<file path="src/rtl/ifd_decode_scoreboard_if.sv">
// ---------------------------------------------------------------------------
// ifd_decode_scoreboard_if
// Snoop bus between the PDP-8 fetch/decode unit and its decode scoreboard.
//   stall           execution-unit stall (freezes the scoreboard delay line)
//   ifu_rd_req      fetch request, address/data valid in the same cycle
//   ifu_rd_addr     fetch address
//   ifu_rd_data     fetched instruction
//   base_addr       DUT decode: address of the decoded instruction
//   pdp_mem_opcode  DUT memory-reference decode {AND,TAD,ISZ,DCA,JMS,JMP,addr[8:0]}
//   pdp_op7_opcode  DUT group-7 decode, one-hot, MSB = NOP
// Modports: master drives the bus (IFD side / bench), slave snoops it.
// ---------------------------------------------------------------------------
interface ifd_decode_scoreboard_if #(
  parameter int ADDR_W = 12,
  parameter int DATA_W = 12
);
  logic              stall;
  logic              ifu_rd_req;
  logic [ADDR_W-1:0] ifu_rd_addr;
  logic [DATA_W-1:0] ifu_rd_data;
  logic [ADDR_W-1:0] base_addr;
  logic [14:0]       pdp_mem_opcode;
  logic [21:0]       pdp_op7_opcode;

  modport master (
    output stall, ifu_rd_req, ifu_rd_addr, ifu_rd_data,
    output base_addr, pdp_mem_opcode, pdp_op7_opcode
  );

  modport slave (
    input stall, ifu_rd_req, ifu_rd_addr, ifu_rd_data,
    input base_addr, pdp_mem_opcode, pdp_op7_opcode
  );
endinterface

</file>
<file path="src/rtl/ifd_decode_scoreboard.sv">
// ---------------------------------------------------------------------------
// ifd_decode_scoreboard
// Checks the PDP-8 fetch/decode unit against a built-in reference decode.
// Each accepted fetch (req && !stall) is classified (MEM / OP7 / SKIP) and
// travels through a LATENCY-stage delay line that freezes while stall=1.
// When the last stage retires, the DUT decode on the snoop bus is compared
// with the reference; results feed saturating counters, a one-cycle error
// strobe and first-error capture registers.
//
// Optional feature: define IFD_SB_OP7_EN to include group-7 decoding and the
// OP7 comparator. Without it every 7xxx instruction is classified SKIP and
// pdp_op7_opcode is ignored.
//
// Ports:
//   clk, reset_n        clock, asynchronous active-low reset
//   sb (slave)          snoop bus, see ifd_decode_scoreboard_if
//   chk_err             one-cycle pulse on a mismatch
//   chk_err_kind        1 mem opcode, 2 op7 opcode, 3 base_addr; held
//   chk_cnt/err_cnt/skip_cnt  saturating statistics counters
//   first_err_valid/addr/data sticky capture of the first error
//   busy                any delay-line stage valid
// ---------------------------------------------------------------------------
module ifd_decode_scoreboard #(
  parameter int ADDR_W  = 12,
  parameter int DATA_W  = 12,
  parameter int LATENCY = 3,
  parameter int CNT_W   = 16
) (
  input  logic                   clk,
  input  logic                   reset_n,
  ifd_decode_scoreboard_if.slave sb,
  output logic                   chk_err,
  output logic [1:0]             chk_err_kind,
  output logic [CNT_W-1:0]       chk_cnt,
  output logic [CNT_W-1:0]       err_cnt,
  output logic [CNT_W-1:0]       skip_cnt,
  output logic                   first_err_valid,
  output logic [ADDR_W-1:0]      first_err_addr,
  output logic [DATA_W-1:0]      first_err_data,
  output logic                   busy
);

  typedef enum logic [1:0] {K_SKIP = 2'd0, K_MEM = 2'd1, K_OP7 = 2'd2} kind_e;

  // Delay line
  logic [LATENCY-1:0] v_q;
  logic [ADDR_W-1:0]  addr_q [LATENCY];
  logic [DATA_W-1:0]  data_q [LATENCY];
  kind_e              kind_q [LATENCY];
  logic [4:0]         idx_q  [LATENCY];

  // Result registers
  logic              chk_err_q;
  logic [1:0]        chk_err_kind_q;
  logic [CNT_W-1:0]  chk_cnt_q, err_cnt_q, skip_cnt_q;
  logic              first_err_valid_q;
  logic [ADDR_W-1:0] first_err_addr_q;
  logic [DATA_W-1:0] first_err_data_q;

  kind_e       in_kind_d;
  logic [4:0]  in_idx_d;
  logic        retire_s, mem_bad_s, op7_bad_s, base_bad_s, err_s;
  logic [1:0]  err_kind_s;
  logic [14:0] exp_mem_s;

  function automatic logic [CNT_W-1:0] sat_inc(input logic [CNT_W-1:0] v);
    return (&v) ? v : v + {{(CNT_W-1){1'b0}}, 1'b1};
  endfunction

`ifdef IFD_SB_OP7_EN
  logic [5:0]  op7_hit_s;
  logic [21:0] exp_op7_s;

  // Returns {hit, one-hot index}; index 0 is NOP (vector MSB).
  function automatic logic [5:0] op7_lookup(input logic [11:0] ins);
    logic [5:0] r;
    case (ins)
      12'o7000: r = {1'b1, 5'd0};
      12'o7001: r = {1'b1, 5'd1};
      12'o7004: r = {1'b1, 5'd2};
      12'o7006: r = {1'b1, 5'd3};
      12'o7010: r = {1'b1, 5'd4};
      12'o7012: r = {1'b1, 5'd5};
      12'o7020: r = {1'b1, 5'd6};
      12'o7040: r = {1'b1, 5'd7};
      12'o7041: r = {1'b1, 5'd8};
      12'o7100: r = {1'b1, 5'd9};
      12'o7200: r = {1'b1, 5'd10};
      12'o7300: r = {1'b1, 5'd11};
      12'o7402: r = {1'b1, 5'd12};
      12'o7404: r = {1'b1, 5'd13};
      12'o7410: r = {1'b1, 5'd14};
      12'o7420: r = {1'b1, 5'd15};
      12'o7430: r = {1'b1, 5'd16};
      12'o7440: r = {1'b1, 5'd17};
      12'o7450: r = {1'b1, 5'd18};
      12'o7500: r = {1'b1, 5'd19};
      12'o7510: r = {1'b1, 5'd20};
      12'o7600: r = {1'b1, 5'd21};
      default:  r = 6'd0;
    endcase
    return r;
  endfunction

  assign op7_hit_s = op7_lookup(sb.ifu_rd_data[11:0]);
`else
  logic unused_op7_s;
  assign unused_op7_s = ^{sb.pdp_op7_opcode, idx_q[LATENCY-1]};
`endif

  // Classify the fetch at accept time.
  always_comb begin
    in_kind_d = K_SKIP;
    in_idx_d  = 5'd0;
    if (sb.ifu_rd_data[11:9] <= 3'd5) begin
      in_kind_d = K_MEM;
    end
`ifdef IFD_SB_OP7_EN
    else if (op7_hit_s[5]) begin
      in_kind_d = K_OP7;
      in_idx_d  = op7_hit_s[4:0];
    end
`endif
    else begin
      in_kind_d = K_SKIP;
    end
  end

  // Compare the retiring entry against the DUT decode.
  always_comb begin
    retire_s   = v_q[LATENCY-1] && !sb.stall;
    // AND (opcode 0) sits at flag bit 5, so shift a 1 down from the top.
    exp_mem_s  = {6'b100000 >> data_q[LATENCY-1][11:9], data_q[LATENCY-1][8:0]};
    mem_bad_s  = (kind_q[LATENCY-1] == K_MEM) && (sb.pdp_mem_opcode != exp_mem_s);
`ifdef IFD_SB_OP7_EN
    exp_op7_s  = 22'h200000 >> idx_q[LATENCY-1];
    op7_bad_s  = (kind_q[LATENCY-1] == K_OP7) && (sb.pdp_op7_opcode != exp_op7_s);
`else
    op7_bad_s  = 1'b0;
`endif
    base_bad_s = (kind_q[LATENCY-1] != K_SKIP) && (sb.base_addr != addr_q[LATENCY-1]);
    err_s      = retire_s && (mem_bad_s || op7_bad_s || base_bad_s);
    if (mem_bad_s) begin
      err_kind_s = 2'd1;
    end else if (op7_bad_s) begin
      err_kind_s = 2'd2;
    end else begin
      err_kind_s = 2'd3;
    end
  end

  // Stall-aware delay line: shift everything when not stalled.
  always_ff @(posedge clk or negedge reset_n) begin
    if (!reset_n) begin
      v_q <= '0;
      for (int i = 0; i < LATENCY; i++) begin
        addr_q[i] <= '0;
        data_q[i] <= '0;
        kind_q[i] <= K_SKIP;
        idx_q[i]  <= 5'd0;
      end
    end else if (!sb.stall) begin
      v_q[0]    <= sb.ifu_rd_req;
      addr_q[0] <= sb.ifu_rd_addr;
      data_q[0] <= sb.ifu_rd_data;
      kind_q[0] <= in_kind_d;
      idx_q[0]  <= in_idx_d;
      for (int i = 1; i < LATENCY; i++) begin
        v_q[i]    <= v_q[i-1];
        addr_q[i] <= addr_q[i-1];
        data_q[i] <= data_q[i-1];
        kind_q[i] <= kind_q[i-1];
        idx_q[i]  <= idx_q[i-1];
      end
    end
  end

  // Result strobe, counters and first-error capture.
  always_ff @(posedge clk or negedge reset_n) begin
    if (!reset_n) begin
      chk_err_q         <= 1'b0;
      chk_err_kind_q    <= 2'd0;
      chk_cnt_q         <= '0;
      err_cnt_q         <= '0;
      skip_cnt_q        <= '0;
      first_err_valid_q <= 1'b0;
      first_err_addr_q  <= '0;
      first_err_data_q  <= '0;
    end else begin
      chk_err_q <= err_s;
      if (retire_s && (kind_q[LATENCY-1] != K_SKIP)) chk_cnt_q <= sat_inc(chk_cnt_q);
      if (retire_s && (kind_q[LATENCY-1] == K_SKIP)) skip_cnt_q <= sat_inc(skip_cnt_q);
      if (err_s) begin
        chk_err_kind_q <= err_kind_s;
        err_cnt_q      <= sat_inc(err_cnt_q);
        if (!first_err_valid_q) begin
          first_err_valid_q <= 1'b1;
          first_err_addr_q  <= addr_q[LATENCY-1];
          first_err_data_q  <= data_q[LATENCY-1];
        end
      end
    end
  end

  assign chk_err         = chk_err_q;
  assign chk_err_kind    = chk_err_kind_q;
  assign chk_cnt         = chk_cnt_q;
  assign err_cnt         = err_cnt_q;
  assign skip_cnt        = skip_cnt_q;
  assign first_err_valid = first_err_valid_q;
  assign first_err_addr  = first_err_addr_q;
  assign first_err_data  = first_err_data_q;
  assign busy            = |v_q;

endmodule

</file>
<file path="src/flat_wrapper.sv">
// flat-port wrapper written by rule: the top's interface ports become plain ports
module ifd_decode_scoreboard_flat 
#(
  parameter int ADDR_W  = 12,
  parameter int DATA_W  = 12,
  parameter int LATENCY = 3,
  parameter int CNT_W   = 16
)
  (clk, reset_n, chk_err, chk_err_kind, chk_cnt, err_cnt, skip_cnt, first_err_valid, first_err_addr, first_err_data, busy, sb_stall, sb_ifu_rd_req, sb_ifu_rd_addr, sb_ifu_rd_data, sb_base_addr, sb_pdp_mem_opcode, sb_pdp_op7_opcode);
  ifd_decode_scoreboard_if #(.ADDR_W(ADDR_W), .DATA_W(DATA_W)) sb_i ();
  input  logic clk;
  input  logic reset_n;
  output logic chk_err;
  output logic [1:0] chk_err_kind;
  output logic [CNT_W-1:0] chk_cnt;
  output logic [CNT_W-1:0] err_cnt;
  output logic [CNT_W-1:0] skip_cnt;
  output logic first_err_valid;
  output logic [ADDR_W-1:0] first_err_addr;
  output logic [DATA_W-1:0] first_err_data;
  output logic busy;
  input wire logic [$bits(sb_i.stall)-1:0] sb_stall;
  input wire logic [$bits(sb_i.ifu_rd_req)-1:0] sb_ifu_rd_req;
  input wire logic [$bits(sb_i.ifu_rd_addr)-1:0] sb_ifu_rd_addr;
  input wire logic [$bits(sb_i.ifu_rd_data)-1:0] sb_ifu_rd_data;
  input wire logic [$bits(sb_i.base_addr)-1:0] sb_base_addr;
  input wire logic [$bits(sb_i.pdp_mem_opcode)-1:0] sb_pdp_mem_opcode;
  input wire logic [$bits(sb_i.pdp_op7_opcode)-1:0] sb_pdp_op7_opcode;
  assign sb_i.stall = sb_stall;
  assign sb_i.ifu_rd_req = sb_ifu_rd_req;
  assign sb_i.ifu_rd_addr = sb_ifu_rd_addr;
  assign sb_i.ifu_rd_data = sb_ifu_rd_data;
  assign sb_i.base_addr = sb_base_addr;
  assign sb_i.pdp_mem_opcode = sb_pdp_mem_opcode;
  assign sb_i.pdp_op7_opcode = sb_pdp_op7_opcode;
  ifd_decode_scoreboard #(.ADDR_W(ADDR_W), .DATA_W(DATA_W), .LATENCY(LATENCY), .CNT_W(CNT_W)) u_core (.clk(clk), .reset_n(reset_n), .sb(sb_i), .chk_err(chk_err), .chk_err_kind(chk_err_kind), .chk_cnt(chk_cnt), .err_cnt(err_cnt), .skip_cnt(skip_cnt), .first_err_valid(first_err_valid), .first_err_addr(first_err_addr), .first_err_data(first_err_data), .busy(busy));
endmodule
</file>
<file path="config.mk">
export PLATFORM = sky130hd
export DESIGN_NAME = ifd_decode_scoreboard_flat
export DESIGN_NICKNAME = d
export VERILOG_FILES = /design/src/rtl/ifd_decode_scoreboard_if.sv /design/src/rtl/ifd_decode_scoreboard.sv /design/src/flat_wrapper.sv
export SDC_FILE = /design/constraint.sdc
export NUM_CORES = 1
export LEC_CHECK = 0
export ABC_AREA = 1
export BUFFER_PORTS_ARGS = -buffer_cell sky130_fd_sc_hd__buf_2
export CELL_PAD_IN_SITES_DETAIL_PLACEMENT = 0
export CELL_PAD_IN_SITES_GLOBAL_PLACEMENT = 1
export CORE_ASPECT_RATIO = 0.7
export CORE_MARGIN = 2
export CORE_UTILIZATION = 41
export CTS_BUF_LIST = sky130_fd_sc_hd__clkbuf_4
export CTS_CLUSTER_SIZE = 30
export DETAILED_ROUTE_END_ITERATION = 7
export GPL_TIMING_DRIVEN = 0
export PLACE_DENSITY = 0.81
export SYNTH_ARGS = -nofsm -noshare
export SYNTH_HDL_FRONTEND = slang
export SYNTH_SLANG_ARGS = --single-unit
export TNS_END_PERCENT = 20
</file>
<file path="constraint.sdc">
create_clock -name clk -period 2 [get_ports clk]
set_input_delay 0.2 -clock clk [delete_from_list [all_inputs] [get_ports clk]]
set_output_delay 0.2 -clock clk [all_outputs]
set_load 0.01 [all_outputs]
</file>
# After elaboration in Yosys (flattened, before gate mapping)
# Index checks and enable logic that the tools add are counted.
op_classes:
  addsub: 3
  reduce_logical: 18
  bitwise_logic: 4
  shift: 1
  n_eq_ne: 3
  order_cmp: 1
  n_mux: 2
ops:
  columns: ["op", "n"]
  rows:
  - ["$add 16x1->16 const B", 3]
  - ["$reduce_and 16->1", 3]
  - ["$ne 15x15->1", 1]
  - ["$ne 12x12->1", 1]
  - ["$reduce_and 2->1", 4]
  - ["$logic_and 1x1->1", 6]
  - ["$shr 6x3->6 const A", 1]
  - ["$not 1->1", 4]
  - ["$le 3x3->1 const B", 1]
  - ["$reduce_or 3->1", 1]
  - ["$eq 2x1->1 const B", 1]
  - ["$logic_not 2->1", 1]
  - ["$mux 2", 1]
  - ["$reduce_bool 2->1", 1]
  - ["$logic_not 1->1", 1]
  - ["$logic_or 1x1->1", 1]
  - ["$mux 1", 1]
totals:
  word_cells: 50
  reg_bits: 157
  output_inout_bits: 77
  input_bits: 77

# Depth between registers and ports, before layout
depth:
  word_depth: 6
  mapped_depth: 15

# Worst setup path before layout
# Ideal clock, no wire load.
synth_timing:
  kind: "reg-to-reg"
  from: "register u_core.err_cnt_q[0] (netlist: u_core.err_cnt[0])"
  to: "register u_core.err_cnt_q[11] (netlist: u_core.err_cnt[11])"
  required_time_ns: 1.883
  arrival_time_ns: 1.615
  slack_ns: 0.268
  synth_period_minus_slack_ns: 1.732
  setup_time_ns: 0.117
  stages_incl_launch_ff: 10
  cell_sequence: "dfrtp_1 -> ha_1 -> nand3_2 -> nor2_2 -> nand2_1 -> nor2_1 -> nand4_2 -> buf_2 -> nand3_1 -> nand2_1"
synth_via:
  elab_chain_cells: 3
  elab_cells_between_ends: 4
synth_lines:
  columns: ["element", "line_no", "text"]
  rows:
  - ["start, declared", "ifd_decode_scoreboard.sv:55", "logic [CNT_W-1:0] chk_cnt_q, err_cnt_q, skip_cnt_q;"]
  - ["start signal, assigned", "ifd_decode_scoreboard.sv:195", "err_cnt_q <= sat_inc(err_cnt_q);"]
  - ["branches (longest 3 deep; another with $add 16x1->16)", null, null]
# Several ways; the timed one is not identified.
# A chain may end at the register's enable or synchronous reset.

# Final worst setup path
layout_timing:
  from: "register u_core.err_cnt_q[0] (netlist: u_core.err_cnt[0])"
  to: "register u_core.err_cnt_q[14] (netlist: u_core.err_cnt[14])"
# Same word-level chain as after synthesis.

==> flow_metrics.env <==
export IMPL_initial_utilization=0.422
export IMPL_reg2reg_depth=9
export IMPL_leakage_nw=4.68
export IMPL_worstSetupPathDepth=9
export IMPL_path_class="reg2reg"
export IMPL_route_detailed_drc=0
export IMPL_grt_max_degree=89
export IMPL_ys_types=28
export IMPL_grt_pass1_vias=5328
export IMPL_p_per_area_nw_per_um2=794
export IMPL_grt_overflow_total=0
export IMPL_grt_pass1_wl_mm=27.3
export IMPL_placedCellCount=1179
export IMPL_worst_path_max_fanout=10
export IMPL_syn_avg_cell_area_sq_um=8.41
export IMPL_die_area_sq_um=17900
export IMPL_critPathMaxStageDelay_ns=0.44
export IMPL_crit_arrival_ns=2.28
export IMPL_via_per_inst=4.49
export IMPL_end_kind="flop"
export IMPL_syn_to_final_growth_pct=23.3
export IMPL_core_area_sq_um=16400
export IMPL_nNetsFinal=1083
export IMPL_vdd_ir_drop_max_uv=325
export IMPL_drtIter0Drc=388
export IMPL_fillers=1648
export IMPL_syn_area_sq_um=6920
export IMPL_ioPinCount=154
export IMPL_cp_start_kind="flop"
export IMPL_busiest_layer="met1"
export IMPL_critPathRequiredTime_ns=2.45
export IMPL_slew_limit_headroom=0.596
export IMPL_vias=5585
export IMPL_rows=39
export IMPL_syn_num_nets=902
export IMPL_p_total_mw=6.77
export IMPL_grt_use_met1=0.294
export IMPL_clkSinkCount=153
export IMPL_final_layout_size_suffix_gt1_frac=0.195
export IMPL_wl_per_cell_microns=13.2
export IMPL_grt_use_met3=0.0421
export IMPL_hold_ws_ns=0.133
export IMPL_clock_path_buffers=2
export IMPL_die_h_microns=113
export IMPL_cts_made_buffers=17
export IMPL_dp_hpwl_mm=11.8
export IMPL_cts_tree="built"
export IMPL_drv_cap=0
export IMPL_tns_ns=0
export IMPL_syn_inst=822
export IMPL_tightest_slew_ns=0.606
export IMPL_clk_root_buffer_cell="clkbuf_4"
export IMPL_outcome="finished clean"
export IMPL_port_buffers=131
export IMPL_ys_seq_area_frac=0.554
export IMPL_grt_use_total=0.192
export IMPL_crit_buf_inv=1
export IMPL_worst_path_max_delay_cell="dfrtp_2"
export IMPL_cts_max_level=4
export IMPL_drt_wl_total_mm=16.3
export IMPL_max_freq_mhz=547
export IMPL_cp_cell_sequence="ha_2, nand3_2, nor2_2, nand2_1, nor2_2, nand4_4, buf_4, nand3_1, nand2_1"
export IMPL_fin_crit_sh=0.914
export IMPL_grtUsageMet2=0.270
export IMPL_holdPathStages=7
export IMPL_yosys_warnings=0
export IMPL_antenna_found_initial=2
export IMPL_setup_viol_count_final=0
export IMPL_hold_class="in2reg"
export IMPL_critPathTopFamily="simple AND/OR/NAND/NOR gates"
export IMPL_fin_crit_ns=1.83
export IMPL_fin_skew_ns=0.0247
export IMPL_die_x_microns=159
export IMPL_ys_ff_latch=153
export IMPL_firstDrtPassIters=5
export IMPL_slew_violations=0
export IMPL_clock_latency_ns=0.56
export IMPL_place_congestion=0.858
export IMPL_hold_viol=0
export IMPL_rsz0062_at_grt="false"
export IMPL_drtAntennaViolNets=0
export IMPL_finalNonFillerCells=1243
export IMPL_clk_pin_slew_ns=0.13
where the power goes:
group | total [mW] | internal, mW | switching (mW)
Clock | 2.10 | 0.916 | 1.18
Sequential | 3.66 | 3.38 | 0.285
Combinational | 1.01 | 0.452 | 0.559
metrics by stage:
stage	cell area, sq um	util	setup WS [ns]
after global routing	8530	0.520	0.00884
after floorplan	6920	-	0.268
after detailed placement	7890	0.481	0.0340
final	8530	0.520	0.172
after CTS	8460	0.516	0.00804
after global placement	7850	0.479	-1.63
Yosys cell counts:
library cell  count  area, sq um
nor2_1           40          150
nor3_1           11         55.1
nand3_1          63          315
nand2_1         375         1410
and3b_1           1         8.76
a21oi_1           1         5.00
nand2_2           1         6.26
nand3_2           1         10.0
nor4_1            4         25.0
xnor2_1          33          289
nand2_4           3         33.8
inv_2             4         15.0
nor2_2            2         12.5
o21ai_0          15         75.1
o21ai_1           1         5.00
buf_6             3         33.8
xor2_1           29          254
clkinv_1          1         3.75
buf_2             6         30.0
dfrtp_1         153         3830
ha_1              3         37.5
inv_1            40          150
o21a_1            1         7.51
buf_4             1         7.51
nand4_1           8         50.1
nand3b_1          2         15.0
clkbuf_1         19         71.3
nand4_2           1         12.5
cell usage in the layout (no fill, tap or decap), types with 26 or more instances in the layout:
cell,netlist,final
nand2_1,375,373
xnor2_1,33,33
nand3_1,63,63
xor2_1,29,29
dlygate4sd3_1,0,26
inv_1,40,40
buf_2,6,135
nor2_1,40,36
dfrtp_1,153,152
cell families after synthesis:
kind of cell | Yosys count | synth area share
flip-flops | 153 | 0.554
buffers and inverters | 74 | 0.0451
XOR/XNOR | 62 | 0.0785
AO/OA/AOI/OAI | 18 | 0.0134
AND/OR/NAND/NOR | 512 | 0.304
adder cells (fa/ha/maj) | 3 | 0.00543
layout make-up:
class | count | area [sq um] | share of cell area
Clock inverter | 13 | 168 | 0.0197
Tap cell | 225 | 282 | 0.0330
Multi-Input combinational cell | 595 | 2810 | 0.329
Inverter | 45 | 169 | 0.0198
Timing Repair Buffer | 162 | 980 | 0.115
Buffer | 29 | 145 | 0.0170
Clock buffer | 19 | 143 | 0.0167
Antenna cell | 2 | 5.00 | 0.000587
Sequential cell | 153 | 3830 | 0.449
repair_timing:
action	in CTS	in global routing
hold buffers	26	0
hold endpoints to repair	91	0
setup buffers	0	4
gates resized for setup	0	12
endpoints found under the setup margin	0	27
final timing paths:
path	startpoint	end	slack [ns]
max	u_core.err_cnt[0]$_DFFE_PN0P_	u_core.err_cnt[14]$_DFFE_PN0P_	0.17
min	sb_pdp_mem_opcode[13]	u_core.chk_err_kind[0]$_DFFE_PN0P_	0.13
max reg2reg	u_core.err_cnt[0]$_DFFE_PN0P_	u_core.err_cnt[14]$_DFFE_PN0P_	0.17
min reg2reg	u_core.addr_q[24]$_DFFE_PN0N_	u_core.addr_q[12]$_DFFE_PN0N_	0.48
max in group asynchronous	reset_n	u_core.err_cnt[0]$_DFFE_PN0P_	0.95
min in group asynchronous	reset_n	u_core.skip_cnt[13]$_DFFE_PN0P_	0.18
per-layer routing:
metal  share of wire  vias up
li1                -     2930
met1            0.53     2543
met2            0.42      102
met3           0.038       10
met4           0.011        0
met5               0        -
worst reg2reg max path: stages (launching register included):
cell     delay [ns]
dfrtp_2        0.44
ha_2           0.23
nand3_2        0.12
nor2_2         0.17
nand2_1        0.08
nor2_2         0.13
nand4_4        0.19
buf_4          0.23
nand3_1        0.09
nand2_1        0.06
sequential cells by signal, indices dropped and copies added (netlist names):
register               flops
u_core.addr_q             36
u_core.first_err_data     12
u_core.skip_cnt           16
u_core.kind_q              3
u_core.first_err_addr     12
u_core.data_q             36
u_core.v_q                 3
u_core.chk_cnt            16
u_core.err_cnt            16
u_core.chk_err_kind        2
u_core.chk_err             1
No activity file was read; power rests on OpenSTA's default activity.
